File: config.mk
export PLATFORM = sky130hd
export DESIGN_NAME = top
export DESIGN_NICKNAME = d
export VERILOG_FILES = /design/src/rtl/top.sv
export SDC_FILE = /design/constraint.sdc
export NUM_CORES = 1
export LEC_CHECK = 0
export BUFFER_PORTS_ARGS = -buffer_cell sky130_fd_sc_hd__buf_2
export CAP_MARGIN = 20
export CELL_PAD_IN_SITES_DETAIL_PLACEMENT = 1
export CELL_PAD_IN_SITES_GLOBAL_PLACEMENT = 2
export CORE_MARGIN = 4
export CORE_UTILIZATION = 25
export DETAILED_ROUTE_END_ITERATION = 7
export PLACE_DENSITY_LB_ADDON = 0.08
export SYNTH_ARGS = -nofsm -noshare
export SYNTH_HDL_FRONTEND = slang
export SYNTH_SLANG_ARGS = --single-unit
export TNS_END_PERCENT = 50
File: constraint.sdc
create_clock -name clk -period 8.4 [get_ports clk]
set_clock_uncertainty 0.15 [all_clocks]
set_input_delay 0.42 -clock clk [delete_from_list [all_inputs] [get_ports clk]]
set_output_delay 0.42 -clock clk [all_outputs]
set_load 0.05 [all_outputs]
File: src/rtl/top.sv
// Eight self-checking circular shift-register lanes with sticky per-lane error flags.
// Each lane is compared every cycle against a prediction derived only from its INIT constant.
module top #(
    parameter logic [31:0] INIT0 = 32'hA5C30F96,
    parameter logic [31:0] INIT1 = 32'h12345678,
    parameter logic [31:0] INIT2 = 32'hDEADBEEF,
    parameter logic [31:0] INIT3 = 32'h0F0F00FF,
    parameter logic [31:0] INIT4 = 32'h80000001,
    parameter logic [31:0] INIT5 = 32'hCAFEF00D,
    parameter logic [31:0] INIT6 = 32'h55AA33CC,
    parameter logic [31:0] INIT7 = 32'h7FFFFFFE
) (
    input  logic        clk,
    input  logic        rst_n,
    input  logic        rx,
    output logic        tx,
    input  logic [15:0] sw,
    output logic [15:0] led
);

    localparam logic [7:0][31:0] INIT_C = {INIT7, INIT6, INIT5, INIT4,
                                           INIT3, INIT2, INIT1, INIT0};

    logic [7:0][31:0] srl_r;
    logic             phase_r;
    logic [4:0]       cnt_r;
    logic [4:0]       addr_r;
    logic [7:0]       err_r;

    logic [7:0]       q_s;
    logic [7:0]       e_s;
    logic [7:0]       d_s;
    logic [4:0]       a_s   [8];
    logic [4:0]       off_s [8];
    logic             unused_s;

    // Per-lane read address, observed bit, predicted bit and shift-in bit.
    always_comb begin
        q_s = 8'd0;
        e_s = 8'd0;
        d_s = 8'd0;
        for (int i = 0; i < 8; i++) begin
            a_s[i]   = 5'd0;
            off_s[i] = 5'd0;
        end
        for (int i = 0; i < 8; i++) begin
            a_s[i]   = addr_r + 5'(4 * i);
            // After cnt rotations, bit a holds the INIT bit at a - cnt.
            off_s[i] = a_s[i] - cnt_r;
            q_s[i]   = srl_r[i][a_s[i]];
            e_s[i]   = INIT_C[i][off_s[i]];
            d_s[i]   = srl_r[i][31];
        end
        d_s[0] = srl_r[0][31] ^ sw[0];
    end

    // Lane rotation, counters and sticky error capture.
    always_ff @(posedge clk or negedge rst_n) begin
        if (!rst_n) begin
            srl_r   <= INIT_C;
            phase_r <= 1'b0;
            cnt_r   <= 5'd0;
            addr_r  <= 5'd0;
            err_r   <= 8'd0;
        end else begin
            phase_r <= ~phase_r;
            addr_r  <= addr_r + 5'd1;
            err_r   <= err_r | (q_s ^ e_s);
            if (phase_r) begin
                cnt_r <= cnt_r + 5'd1;
                for (int i = 0; i < 8; i++) begin
                    srl_r[i] <= {srl_r[i][30:0], d_s[i]};
                end
            end else begin
                cnt_r <= cnt_r;
                srl_r <= srl_r;
            end
        end
    end

    assign unused_s = ^sw[15:1];
    assign led      = {q_s, err_r};
    assign tx       = rx;

endmodule

Word-level counts from Yosys, hierarchy flattened
Memories as Yosys holds them, arrays and structs flattened. Index checks and enable logic that the tools add are counted.

Mux-type cells: 24. Add/subtract/negate cells: 17. Magnitude comparators: 16. Bitwise logic cells: 4.

Operators with widths (count): $lt A5 B6 Y1 const B (16); $bmux W1 S5 (8); $sub A5 B5 Y5 (8); $add A5 B5 Y5 const B (4); $mux W1 (16); $add A5 B1 Y5 const B (2); $add A5 B4 Y5 const B (2); $or A8 B8 Y8 (1); $xor A8 B8 Y8 (1); $add A5 B3 Y5 const B (1); $not A1 Y1 (1); $xor A1 B1 Y1 (1).

Word-level logic and storage cells: 81. ROM bits: 256. Register bits after elaboration: 275. Output and inout bits: 17. Memories: 8.

Memory list: (name not given) (words 32, width 1, rd ports 1, clocked after memory_dff 0, wr ports 0, RTL line 51) `e_s[i] = INIT_C[i][off_s[i]];`; (name not given) (words 32, width 1, rd ports 1, clocked after memory_dff 0, wr ports 0, RTL line 51); (name not given) (words 32, width 1, rd ports 1, clocked after memory_dff 0, wr ports 0, RTL line 51); (name not given) (words 32, width 1, rd ports 1, clocked after memory_dff 0, wr ports 0, RTL line 51); (name not given) (words 32, width 1, rd ports 1, clocked after memory_dff 0, wr ports 0, RTL line 51); (name not given) (words 32, width 1, rd ports 1, clocked after memory_dff 0, wr ports 0, RTL line 51); 2 more memories.

Logic depth before layout (Yosys ltp)
Depth in word-level cells: 6. Gate-level depth with buffers: 13. Depth with buffers taken out: 11.

Least setup slack after synthesis
Ideal clock, no wire load.

Kind: register -> register. Start: register addr_r[2]. End: register err_r[3]. Period minus slack after synthesis: 3.223 ns. Arrival time: 2.951 ns. Stages on the path, launching flop included: 11. Path slack: 5.177 ns. Cells stage by stage: dfrtp_1 clkbuf_1 inv_1 clkbuf_1 ha_1 xor2_1 mux4_2 nand2_1 nand2_1 xnor2_1 nand2b_1.

Elaborated cells between the ends (all ways): 8. Classes of those cells: 2 x add/sub; 3 x mux; 2 x bitwise; 1 x memory.

RTL lines: from (decl) (RTL line 27) `logic [4:0] addr_r;`; from (signal assigned) (RTL line 67) `addr_r <= addr_r + 5'd1;`; $add A5 B4 Y5 (RTL line 47) `a_s[i] = addr_r + 5'(4 * i);`; $bmux W1 S5 (RTL line 50) `q_s[i] = srl_r[i][a_s[i]];`; $mux W1 (implied by the code) (RTL line 50); named net led[11] (RTL line 18) `output logic [15:0] led`; $xor A8 B8 Y8 (RTL line 68) `err_r <= err_r | (q_s ^ e_s);`; $or A8 B8 Y8 (RTL line 68); to (signal assigned) (RTL line 68); to (decl) (RTL line 28) `logic [7:0] err_r;`.

The timed path passes the listed nets, and every way through them passes these cells. The select of a mux whose other input is x is not followed. A chain may end at the register's enable or synchronous reset.

Worst setup path after layout
Start: register addr_r[0]. End: output led[10].

Longest elaborated chain between the ends: 3.

RTL lines (RTL line): $add A5 B4 Y5 (47); $bmux W1 S5 (50); $mux W1 (implied by the code) (50); to (decl) (18).

Every way passes these cells. The select of a mux whose other input is x is not followed.

==> run metrics <==
final instance area=between 0.01 and 0.015 mm^2; status=finished, final reports clean; number of global-route vias before repair=about 7,900; Setup CP Type=register to output port; Nets=between 800 and 900; switching share of power=between 20% and 30%; total track usage=between 10% and 20%; ys async rst share=100%; Leak=around 6.4 nW; antenna viol nets, final=0; Core Area=about 0.05 mm^2; count leader, synth=mux2_2; post-CTS setup buffer count=0; die area=between 0.05 and 0.06 mm^2; top post-synthesis cells by area=dfstp_2, dfrtp_1, mux2_2, mux4_2, xnor2_1; sequential group share of total power=approximately half; Pins Over Slew Limit=0; CTS Root Buffer Type=clkbuf_16; DR iter-0 viols=between 200 and 250; Final setup viols=0; required time at the worst-slack endpoint=just under 8 ns; I/O pin count=36; diode count=0; post-layout util=a little under 30%; Syn Nets=859; Routed WL=28,700 um; initial antenna violation count=0; chip height=236 um; Clk network pwr share=around 50%; clock latency on the worst-skew pair=approximately 0.53 ns; commonest cells in the synthesized netlist=mux2_2, dfrtp_1, dfstp_2; Area after DPL=approximately 0.014 mm^2; DRC errors left=0; Most used DFF post-synth=dfrtp_1; Final Hold Vio Count=0; clk sink count=between 200 and 300; vias per cell=around 4.5; Comb pwr share=under 10%; Die Wd=approximately 240 um; Yosys Warn Count=0; gate count of the mapped netlist=roughly 830; Avg WL per Cell=between 15 and 20 um; Initial Utilization=around a quarter; Tcrit/Tclk final=between 50% and 60%; Cell Pwr Density=approximately 190 mW/mm^2; H-Tree Level Count=2; Reg clk slew, reported paths=about 0.05 ns; syn avg cell area=~16 um^2; CP arrival=slightly below 4 ns; share of post-route cells with drive strength above 1=around 63%; Final Critical Period=approximately 4.5 ns; area leader, netlist=dfstp_2; switching pwr=610 uW; Setup TNS=0 ns; Slew HR=between 20% and 30%; critical path fanouts, max=28; # rows=between 80 and 90; startpoint types=register; CTS tree=done; Mapped Area=~0.013 mm^2; DR vias=between 6,000 and 7,000; Placer Congestion=slightly below 0.7; clk buf depth=3; Overall Power=2.77 mW; top cell type's share of synthesized area=between 20 and 30%; P_int=approximately 2.2 mW; CTS buffer count=36; maximum vdd drop=0.118 mV; Post-synth EDFFs=0; max-cap check violation count=0; Netlist cell types=45; Seq/Total Area, Yosys=between 50% and 60%; first-pass GRT wire length=46,600 um; largest net degree at the start of global routing=100; Min-Delay Path Class=primary input to register; #FFs+latches synth=approximately 280; RSZ-0062 raised after global routing=false; Area Growth Syn to Fin=14.5%; TritonRoute pass-1 iters=4; crit end category=output port; port bufs=18; gr ovfl total=0; DP Wirelength=17,400 um; worst slew pin tran=roughly 1.1 ns; f_max=between 200 and 250 MHz
==> layer usage <==
layer / part of all wire, % / global-route usage [%] / vias up / routed length [um]
met5: 0 / 0 / - / 0
met4: 2.1 / 3.24 / 0 / 611
met2: 49 / 17.1 / 60 / 14000
li1: - / - / 3097 / -
met1: 46 / 14.0 / 3761 / 13200
met3: 3.1 / 2.17 / 43 / 878
==> per-stage QoR <==
step                std cells  setup slack, ns  hold WS (ns)
floorplan                 825             5.18       -0.0256
finish                   1548             3.90        0.0432
CTS                      1547             3.49       0.00388
global placement         1481             4.12         0.295
global route             1548             3.58        0.0168
detailed placement       1481             4.09         0.304
==> registers in the layout, indices dropped and copies added (netlist names) <==
name     flops
cnt_r        5
phase_r      1
d_s          7
srl_r      249
addr_r       5
err_r        8
==> repair_timing <==
item | in CTS | in global routing
hold buffers | 1 | 0
resized for setup | 0 | 0
endpoints found under the hold margin | 56 | 0
==> layout by cell type (no fill, tap or decap), types with 2 or more instances in the layout <==
master,count
a21oi_1,10
clkbuf_16,36
xnor2_1,21
nand3_1,2
and3_1,5
xor2_1,9
or2_1,2
nand2b_1,5
a31oi_1,2
buf_2,17
nand4_1,4
ha_1,14
clkbuf_1,18
mux2_2,255
mux4_2,78
dfrtp_1,137
clkbuf_8,2
dfrtp_4,2
dfstp_2,135
o21bai_1,2
a211oi_1,2
nand2_1,23
buf_4,9
inv_1,14
mux2i_1,7
nor2b_1,2
clkinv_2,6
nor2_1,14
nor3_1,5
o21ai_0,6
==> worst max-delay path, cell delays in order (launching register included) <==
cell	delay, ns
dfrtp_4	0.68
buf_16	0.30
buf_4	0.52
mux4_2	0.61
mux4_2	0.46
mux2i_1	0.39
inv_1	0.14
buf_2	0.24
==> area by class of cell <==
class	count	area (um^2)
well taps	680	851
fillers	5431	36600
inverters	15	56.3
multi-input cells	484	5700
flip-flops and latches	275	7060
repair buffers	29	205
clock inverters	9	62.6
clock buffers	56	996
==> kinds of logic (layout without fill, tap and decap cells) <==
kind of cell             Yosys count  count (layout)  share of synthesized area [%]
XOR/XNOR                          31              31                           2.23
buffers and inverters             66             109                           2.22
multiplexers                     341             341                           36.1
AO/OA/AOI/OAI                     29              29                           1.35
AND/OR/NAND/NOR                   68              68                           2.55
flip-flops                       275             275                           54.1
adder cells (fa/ha/maj)           15              15                           1.50
==> path summary, 6_finish.rpt <==
| check | startpoint | endpoint | slack (ns) | cells past startpoint |
|---|---|---|---|---|
| max | addr_r[0] | led[10] | 3.90 | 7 |
| min | sw[0] | srl_r[0] | 0.04 | 3 |
| max reg2reg | addr_r[2] | err_r[7] | 4.23 | 11 |
| min reg2reg | err_r[4] | err_r[4] | 0.31 | 1 |
| max in group asynchronous | rst_n | err_r[3] | 5.59 | 4 |
| min in group asynchronous | rst_n | srl_r[184] | 0.37 | 2 |
==> power groups by stage <==
stage          clock [mW]  sequential, mW  combinational [mW]
6_report             1.39            1.34              0.0398
5_1_grt              1.52            1.34              0.0469
4_1_cts              1.47            1.34              0.0431
3_5_place_dp            0            1.36              0.0424
3_3_place_gp            0            1.36              0.0398
2_1_floorplan           0            1.36              0.0114
(Power assumes the default switching activity.)
